File: src/rtl/restoring_divider_param.sv
// ---------------------------------------------------------------------------
// restoring_divider_param
//
// Multi-cycle restoring divider with a start/busy/valid handshake. Each
// operation is unsigned, or two's-complement signed when signed_mode is set
// and SIGNED_EN is 1. Divide-by-zero and signed MIN/-1 are resolved in one
// cycle without entering the iteration loop. Otherwise the magnitudes are
// divided one bit per cycle, and the signs are applied in a final fix-up
// cycle.
//
// Ports
//   clk          in   1      clock, rising edge
//   rst          in   1      asynchronous active-high reset
//   start        in   1      operation request, sampled only while busy=0
//   signed_mode  in   1      1 = signed operation, sampled with start
//   dividend     in   WIDTH  numerator, sampled with start
//   divisor      in   WIDTH  denominator, sampled with start
//   busy         out  1      high while an operation is in progress
//   valid        out  1      one-cycle pulse when results are updated
//   quotient     out  WIDTH  result, held until the next valid
//   remainder    out  WIDTH  result, held until the next valid
//   div_by_zero  out  1      set with valid, cleared at the next accepted start
//   overflow     out  1      signed MIN/-1, cleared at the next accepted start
// ---------------------------------------------------------------------------
module restoring_divider_param #(
    parameter int WIDTH     = 16,
    parameter bit SIGNED_EN = 1'b1
) (
    input  logic             clk,
    input  logic             rst,
    input  logic             start,
    input  logic             signed_mode,
    input  logic [WIDTH-1:0] dividend,
    input  logic [WIDTH-1:0] divisor,
    output logic             busy,
    output logic             valid,
    output logic [WIDTH-1:0] quotient,
    output logic [WIDTH-1:0] remainder,
    output logic             div_by_zero,
    output logic             overflow
);

    localparam int CW = $clog2(WIDTH + 1);
    localparam logic [CW-1:0]    LAST_ITER = CW'(WIDTH - 1);
    localparam logic [WIDTH-1:0] MIN_VAL   = {1'b1, {(WIDTH-1){1'b0}}};

    typedef enum logic [1:0] {IDLE, DIVIDE, FIX} state_t;

    state_t           state;
    logic [CW-1:0]    count;
    logic [WIDTH:0]   acc;
    logic [WIDTH-1:0] work_q;
    logic [WIDTH:0]   dvs_mag;
    logic             dvd_neg_r;
    logic             dvs_neg_r;

    logic             op_signed;
    logic             dvd_neg;
    logic             dvs_neg;
    logic [WIDTH-1:0] dvd_mag;
    logic [WIDTH:0]   dvs_ext;
    logic [WIDTH:0]   dvs_mag_next;
    logic             is_zero;
    logic             is_ovf;
    logic [WIDTH+1:0] acc_shift;
    logic [WIDTH+1:0] trial;
    logic             borrow;

    // Operand decode for the cycle in which start is sampled.
    // A WIDTH-bit unsigned value holds |MIN| = 2^(WIDTH-1) exactly, so the
    // dividend magnitude needs no extra bit. The divisor magnitude is kept
    // WIDTH+1 bits wide because it feeds the WIDTH+2 bit trial subtraction.
    always_comb begin
        op_signed    = SIGNED_EN & signed_mode;
        dvd_neg      = op_signed & dividend[WIDTH-1];
        dvs_neg      = op_signed & divisor[WIDTH-1];
        dvd_mag      = dvd_neg ? WIDTH'(-dividend) : dividend;
        dvs_ext      = {dvs_neg, divisor};
        dvs_mag_next = dvs_neg ? (WIDTH+1)'(-dvs_ext) : dvs_ext;
        is_zero      = (divisor == '0);
        is_ovf       = op_signed && (dividend == MIN_VAL) && (divisor == '1);
    end

    // One restoring step. The partial remainder is always below the divisor,
    // so one extra top bit on the trial difference is enough to read the
    // borrow.
    always_comb begin
        acc_shift = {acc, work_q[WIDTH-1]};
        trial     = acc_shift - {1'b0, dvs_mag};
        borrow    = trial[WIDTH+1];
    end

    // Control FSM and datapath registers. valid defaults low so that it
    // pulses for exactly one cycle. The results and flags are written only
    // when a result is published, so they stay stable between pulses.
    always_ff @(posedge clk or posedge rst) begin
        if (rst) begin
            state       <= IDLE;
            count       <= '0;
            acc         <= '0;
            work_q      <= '0;
            dvs_mag     <= '0;
            dvd_neg_r   <= 1'b0;
            dvs_neg_r   <= 1'b0;
            busy        <= 1'b0;
            valid       <= 1'b0;
            quotient    <= '0;
            remainder   <= '0;
            div_by_zero <= 1'b0;
            overflow    <= 1'b0;
        end else begin
            valid <= 1'b0;
            case (state)
                IDLE: begin
                    if (start) begin
                        div_by_zero <= 1'b0;
                        overflow    <= 1'b0;
                        if (is_zero) begin
                            quotient    <= '1;
                            remainder   <= dividend;
                            div_by_zero <= 1'b1;
                            valid       <= 1'b1;
                        end else if (is_ovf) begin
                            quotient  <= MIN_VAL;
                            remainder <= '0;
                            overflow  <= 1'b1;
                            valid     <= 1'b1;
                        end else begin
                            dvd_neg_r <= dvd_neg;
                            dvs_neg_r <= dvs_neg;
                            work_q    <= dvd_mag;
                            dvs_mag   <= dvs_mag_next;
                            acc       <= '0;
                            count     <= '0;
                            busy      <= 1'b1;
                            state     <= DIVIDE;
                        end
                    end
                end
                DIVIDE: begin
                    acc    <= borrow ? acc_shift[WIDTH:0] : trial[WIDTH:0];
                    work_q <= {work_q[WIDTH-2:0], ~borrow};
                    count  <= count + CW'(1);
                    if (count == LAST_ITER) begin
                        state <= FIX;
                    end
                end
                FIX: begin
                    // Truncating division: the quotient takes the sign of
                    // the product of the signs, and the remainder takes the
                    // dividend's sign.
                    quotient  <= (dvd_neg_r ^ dvs_neg_r) ? WIDTH'(-work_q) : work_q;
                    remainder <= dvd_neg_r ? WIDTH'(-acc[WIDTH-1:0]) : acc[WIDTH-1:0];
                    valid     <= 1'b1;
                    busy      <= 1'b0;
                    state     <= IDLE;
                end
                default: begin
                    state <= IDLE;
                    busy  <= 1'b0;
                end
            endcase
        end
    end

endmodule
File: config.mk
export PLATFORM = sky130hd
export DESIGN_NAME = restoring_divider_param
export DESIGN_NICKNAME = d
export VERILOG_FILES = /design/src/rtl/restoring_divider_param.sv
export SDC_FILE = /design/constraint.sdc
export NUM_CORES = 1
export LEC_CHECK = 0
export ABC_AREA = 1
export CORE_AREA = 4 4 188 117
export CTS_BUF_LIST = sky130_fd_sc_hd__clkbuf_8
export DETAILED_ROUTE_END_ITERATION = 16
export DIE_AREA = 0 0 192 121
export DONT_BUFFER_PORTS = 1
export MAX_ROUTING_LAYER = met4
export PLACE_DENSITY_LB_ADDON = 0.08
export SKIP_CTS_REPAIR_TIMING = 1
export SYNTH_ARGS = -nofsm -noshare
export SYNTH_HDL_FRONTEND = slang
export SYNTH_SLANG_ARGS = --single-unit
File: constraint.sdc
create_clock -name clk -period 4.8 [get_ports clk]
set_input_delay 0.72 -clock clk [delete_from_list [all_inputs] [get_ports clk]]
set_output_delay 0.72 -clock clk [all_outputs]
set_load 0.02 [all_outputs]
==> results.sh <==
export IMPL_final_max_slew_viol_count=0
export IMPL_die_area_um2=23200
export IMPL_ys_seq_elements=95
export IMPL_synth_xor_area_share_pct=2.62
export IMPL_vias=6692
export IMPL_synth_top_cell_by_area="dfrtp_1"
export IMPL_final_nets=1106
export IMPL_drc_errors=0
export IMPL_setup_violations=0
export IMPL_antenna_found_initial=0
export IMPL_num_io_pins=72
export IMPL_portBuffers=0
export IMPL_min_path_type="input port to async pin"
export IMPL_grt_pass1_vias=5956
export IMPL_critPathLaunch="dividend[0]"
export IMPL_pre_cts_slack_ns=1.74
export IMPL_crit_arrival_ns=2.93
export IMPL_dp_final_hpwl_um=17600
export IMPL_htreeDepth=3
export IMPL_grt_pass1_wl_um=35200
export IMPL_worst_slew_pin_slew_ns=0.864
export IMPL_relSlewSlack_pct=42.4
export IMPL_syn_num_nets=1123
export IMPL_synthAdderAreaFrac_pct=4.56
export IMPL_drive_above_1_share_pct=5.71
export IMPL_fin_crit_sh_pct=55.5
export IMPL_path_class="input port to flip-flop"
export IMPL_syn_cell_area_um2=7030
export IMPL_postRouteAntennaNets=0
export IMPL_endpoint="work_q[7]"
export IMPL_clk_insertion_delay_late_ns=0.38
export IMPL_finalHoldViolCount=0
export IMPL_powerDensity_nw_per_um2=748
export IMPL_reg2reg_from="dvd_neg_r"
export IMPL_ys_seq_area_share_pct=33.8
export IMPL_crit_path_max_fanout=29
export IMPL_status="finished clean"
export IMPL_critPathCaptureType="flip-flop"
export IMPL_ys_types=33
export IMPL_startpoint_type="input port"
export IMPL_globalplace_congestion=0.902
export IMPL_core_rowCount=41
export IMPL_yosysWarnings=0
export IMPL_period_minus_slack_ns=2.66
export IMPL_rsz0062_at_grt="no"
export IMPL_drtPass1Iterations=6
export IMPL_yosys_top_cells_area="dfrtp_1, nand2_1, nand3_1"
export IMPL_synth_top_family_by_area="simple AND/OR/NAND/NOR gates"
export IMPL_fillers=2280
export IMPL_ir_worst_vdd_mv=0.241
export IMPL_cts_sinks=95
export IMPL_cts_buffer_depth=2
export IMPL_clkSlewWorstSetupHoldPaths_ns=0.10
export IMPL_tns_ns=0
export IMPL_timing_rr_end="quotient[10]"
export IMPL_fin_ws_ns=2.14
export IMPL_synth_simple_area_share_pct=40.6
export IMPL_die_w_um=192
export IMPL_syn2layout_area_growth_pct=5.38
export IMPL_grt_use_total_pct=20.2
export IMPL_syn_instance_count=1062
export IMPL_overflow=0
export IMPL_synth_compound_area_share_pct=7.76
export IMPL_cts_root_buf="clkbuf_8"
export IMPL_cts_tree="built"
export IMPL_final_setup_skew_ns=0.0137
export IMPL_die_height_um=121
export IMPL_grt_max_degree=65
export IMPL_drt_wl_total_um=22500
export IMPL_viasPerCell=5.03
export IMPL_power_leakage_nw=3.76
export IMPL_dr_first_iter_drc_count=495
export IMPL_wl_per_cell_um=16.9
export IMPL_numCtsBuffers=9
export IMPL_synth_top_cell_area_share_pct=33.8
export IMPL_ff2ff_path_depth=7
export IMPL_drv_cap=0
export IMPL_core_area_um2=20500
export IMPL_synthMuxAreaShare_pct=0
export IMPL_regToRegSetupSlack_ns=2.41
export IMPL_syn_avg_cell_area_um2=6.62
export IMPL_required_ns=5.06
export IMPL_max_freq_mhz=375
export IMPL_initial_core_util_pct=34.3
## flip-flops by register name, indices dropped and copies added (netlist names)
name and cells:
remainder 16, work_q 16, count 5, valid 1, acc 17, dvd_neg_r 1, overflow 1, busy 1
state 2, quotient 16, dvs_neg_r 1, div_by_zero 1, dvs_mag 17
## critical path, cell delays in order
cell and delay [ns]:
inv_1 0.08, ha_1 0.22, nand3_2 0.15, nor2_2 0.26, nand3_2 0.16, inv_2 0.11, nand3_2 0.11, nand2_2 0.51
inv_2 0.37, nand2_1 0.16, o21ai_1 0.07
## cell type report
class	instances	area [um^2]	area share, %
repair buffers	6	45.0	0.608
well taps	279	349	4.71
clock buffers	10	138	1.86
multi-input cells	791	3910	52.7
clock inverters	6	53.8	0.726
flip-flops and latches	95	2380	32.1
diodes	1	2.50	0.0338
inverters	142	536	7.23
## metal layers
| metal | global-route usage [%] | vias to the layer above | part of all wire, % |
|---|---|---|---|
| li1 | - | 3398 | - |
| met1 | 33.1 | 3092 | 56 |
| met2 | 22.6 | 188 | 34 |
| met3 | 7.68 | 14 | 9.6 |
| met4 | 3.07 | 0 | 0.71 |
| met5 | - | - | 0 |
## power by group
group / switching [mW] / total, mW / internal, mW
clock network: 0.293 / 0.542 / 0.249
logic: 2.17 / 3.32 / 1.15
registers: 0.497 / 1.68 / 1.18
total: 2.96 / 5.54 / 2.58
## cell usage in the layout (no fill, tap or decap), types with 2 or more instances in the layout
| cell type | Yosys | routed |
|---|---|---|
| inv_2 | 9 | 9 |
| nor2_2 | 5 | 6 |
| or2_2 | 5 | 5 |
| nand3_2 | 8 | 8 |
| nand3b_1 | 12 | 12 |
| o21ai_0 | 50 | 50 |
| nor2_1 | 72 | 71 |
| buf_4 | 8 | 6 |
| o21ai_1 | 18 | 18 |
| dfrtp_1 | 95 | 95 |
| nand3_1 | 179 | 179 |
| nand4_1 | 11 | 11 |
| inv_1 | 132 | 134 |
| nor2_4 | 2 | 2 |
| nand2_2 | 6 | 6 |
| a21oi_1 | 30 | 30 |
| o22ai_1 | 5 | 5 |
| nand2_1 | 316 | 316 |
| ha_1 | 24 | 24 |
| nor4_1 | 2 | 2 |
| nor3_1 | 17 | 17 |
| nor3_2 | 3 | 3 |
| xor2_1 | 14 | 14 |
| xnor2_1 | 7 | 7 |
| clkbuf_8 | 0 | 10 |
| o211ai_1 | 2 | 2 |
## Yosys cell counts
| cell type | n |
|---|---|
| a21oi_1 | 30 |
| a22o_1 | 1 |
| buf_1 | 5 |
| buf_2 | 4 |
| buf_4 | 8 |
| buf_6 | 7 |
| clkbuf_1 | 10 |
| clkinv_1 | 1 |
| dfrtp_1 | 95 |
| fa_1 | 1 |
| ha_1 | 24 |
| inv_1 | 132 |
| inv_2 | 9 |
| nand2_1 | 316 |
| nand2_2 | 6 |
| nand2_4 | 1 |
| nand3_1 | 179 |
| nand3_2 | 8 |
| nand3b_1 | 12 |
| nand4_1 | 11 |
| nor2_1 | 72 |
| nor2_2 | 5 |
| nor2_4 | 2 |
| nor3_1 | 17 |
| nor3_2 | 3 |
| nor4_1 | 2 |
| o211ai_1 | 2 |
| o21ai_0 | 50 |
| o21ai_1 | 18 |
| o22ai_1 | 5 |
| or2_2 | 5 |
| xnor2_1 | 7 |
| xor2_1 | 14 |
## how the worst min path moves through the flow
stage	cells past startpoint	slack [ns]	to	startpoint
global placement	2	0.45	dvs_mag[16]	dvs_mag[16]
floorplan	2	0.44	dvs_mag[16]	dvs_mag[16]
finish	1	0.36	acc[3]	rst
CTS	1	0.38	remainder[1]	rst
detailed placement	2	0.46	dvs_mag[16]	dvs_mag[16]
global route	1	0.42	acc[3]	rst
## through the flow
stage          total power [mW]  instances  util, %  area [um^2]  hold WS, ns
3_3_place_gp               5.01       1313     35.2         7210        0.450
5_1_grt                    6.21       1329     36.2         7400        0.422
3_5_place_dp               5.01       1313     35.2         7210        0.457
6_report                   5.54       1330     36.2         7410        0.364
4_1_cts                    5.58       1329     36.2         7400        0.385
2_1_floorplan              4.22       1062        -         7030        0.436
## cells by family after synthesis
| logic type | count (synthesis) |
|---|---|
| xor gates and xnor gates | 21 |
| buffers and inverters | 176 |
| adders and majority gates | 25 |
| DFF | 95 |
| AOI/OAI and AO/OA | 106 |
| and+or+nand+nor | 639 |
(Power assumes the default switching activity.)
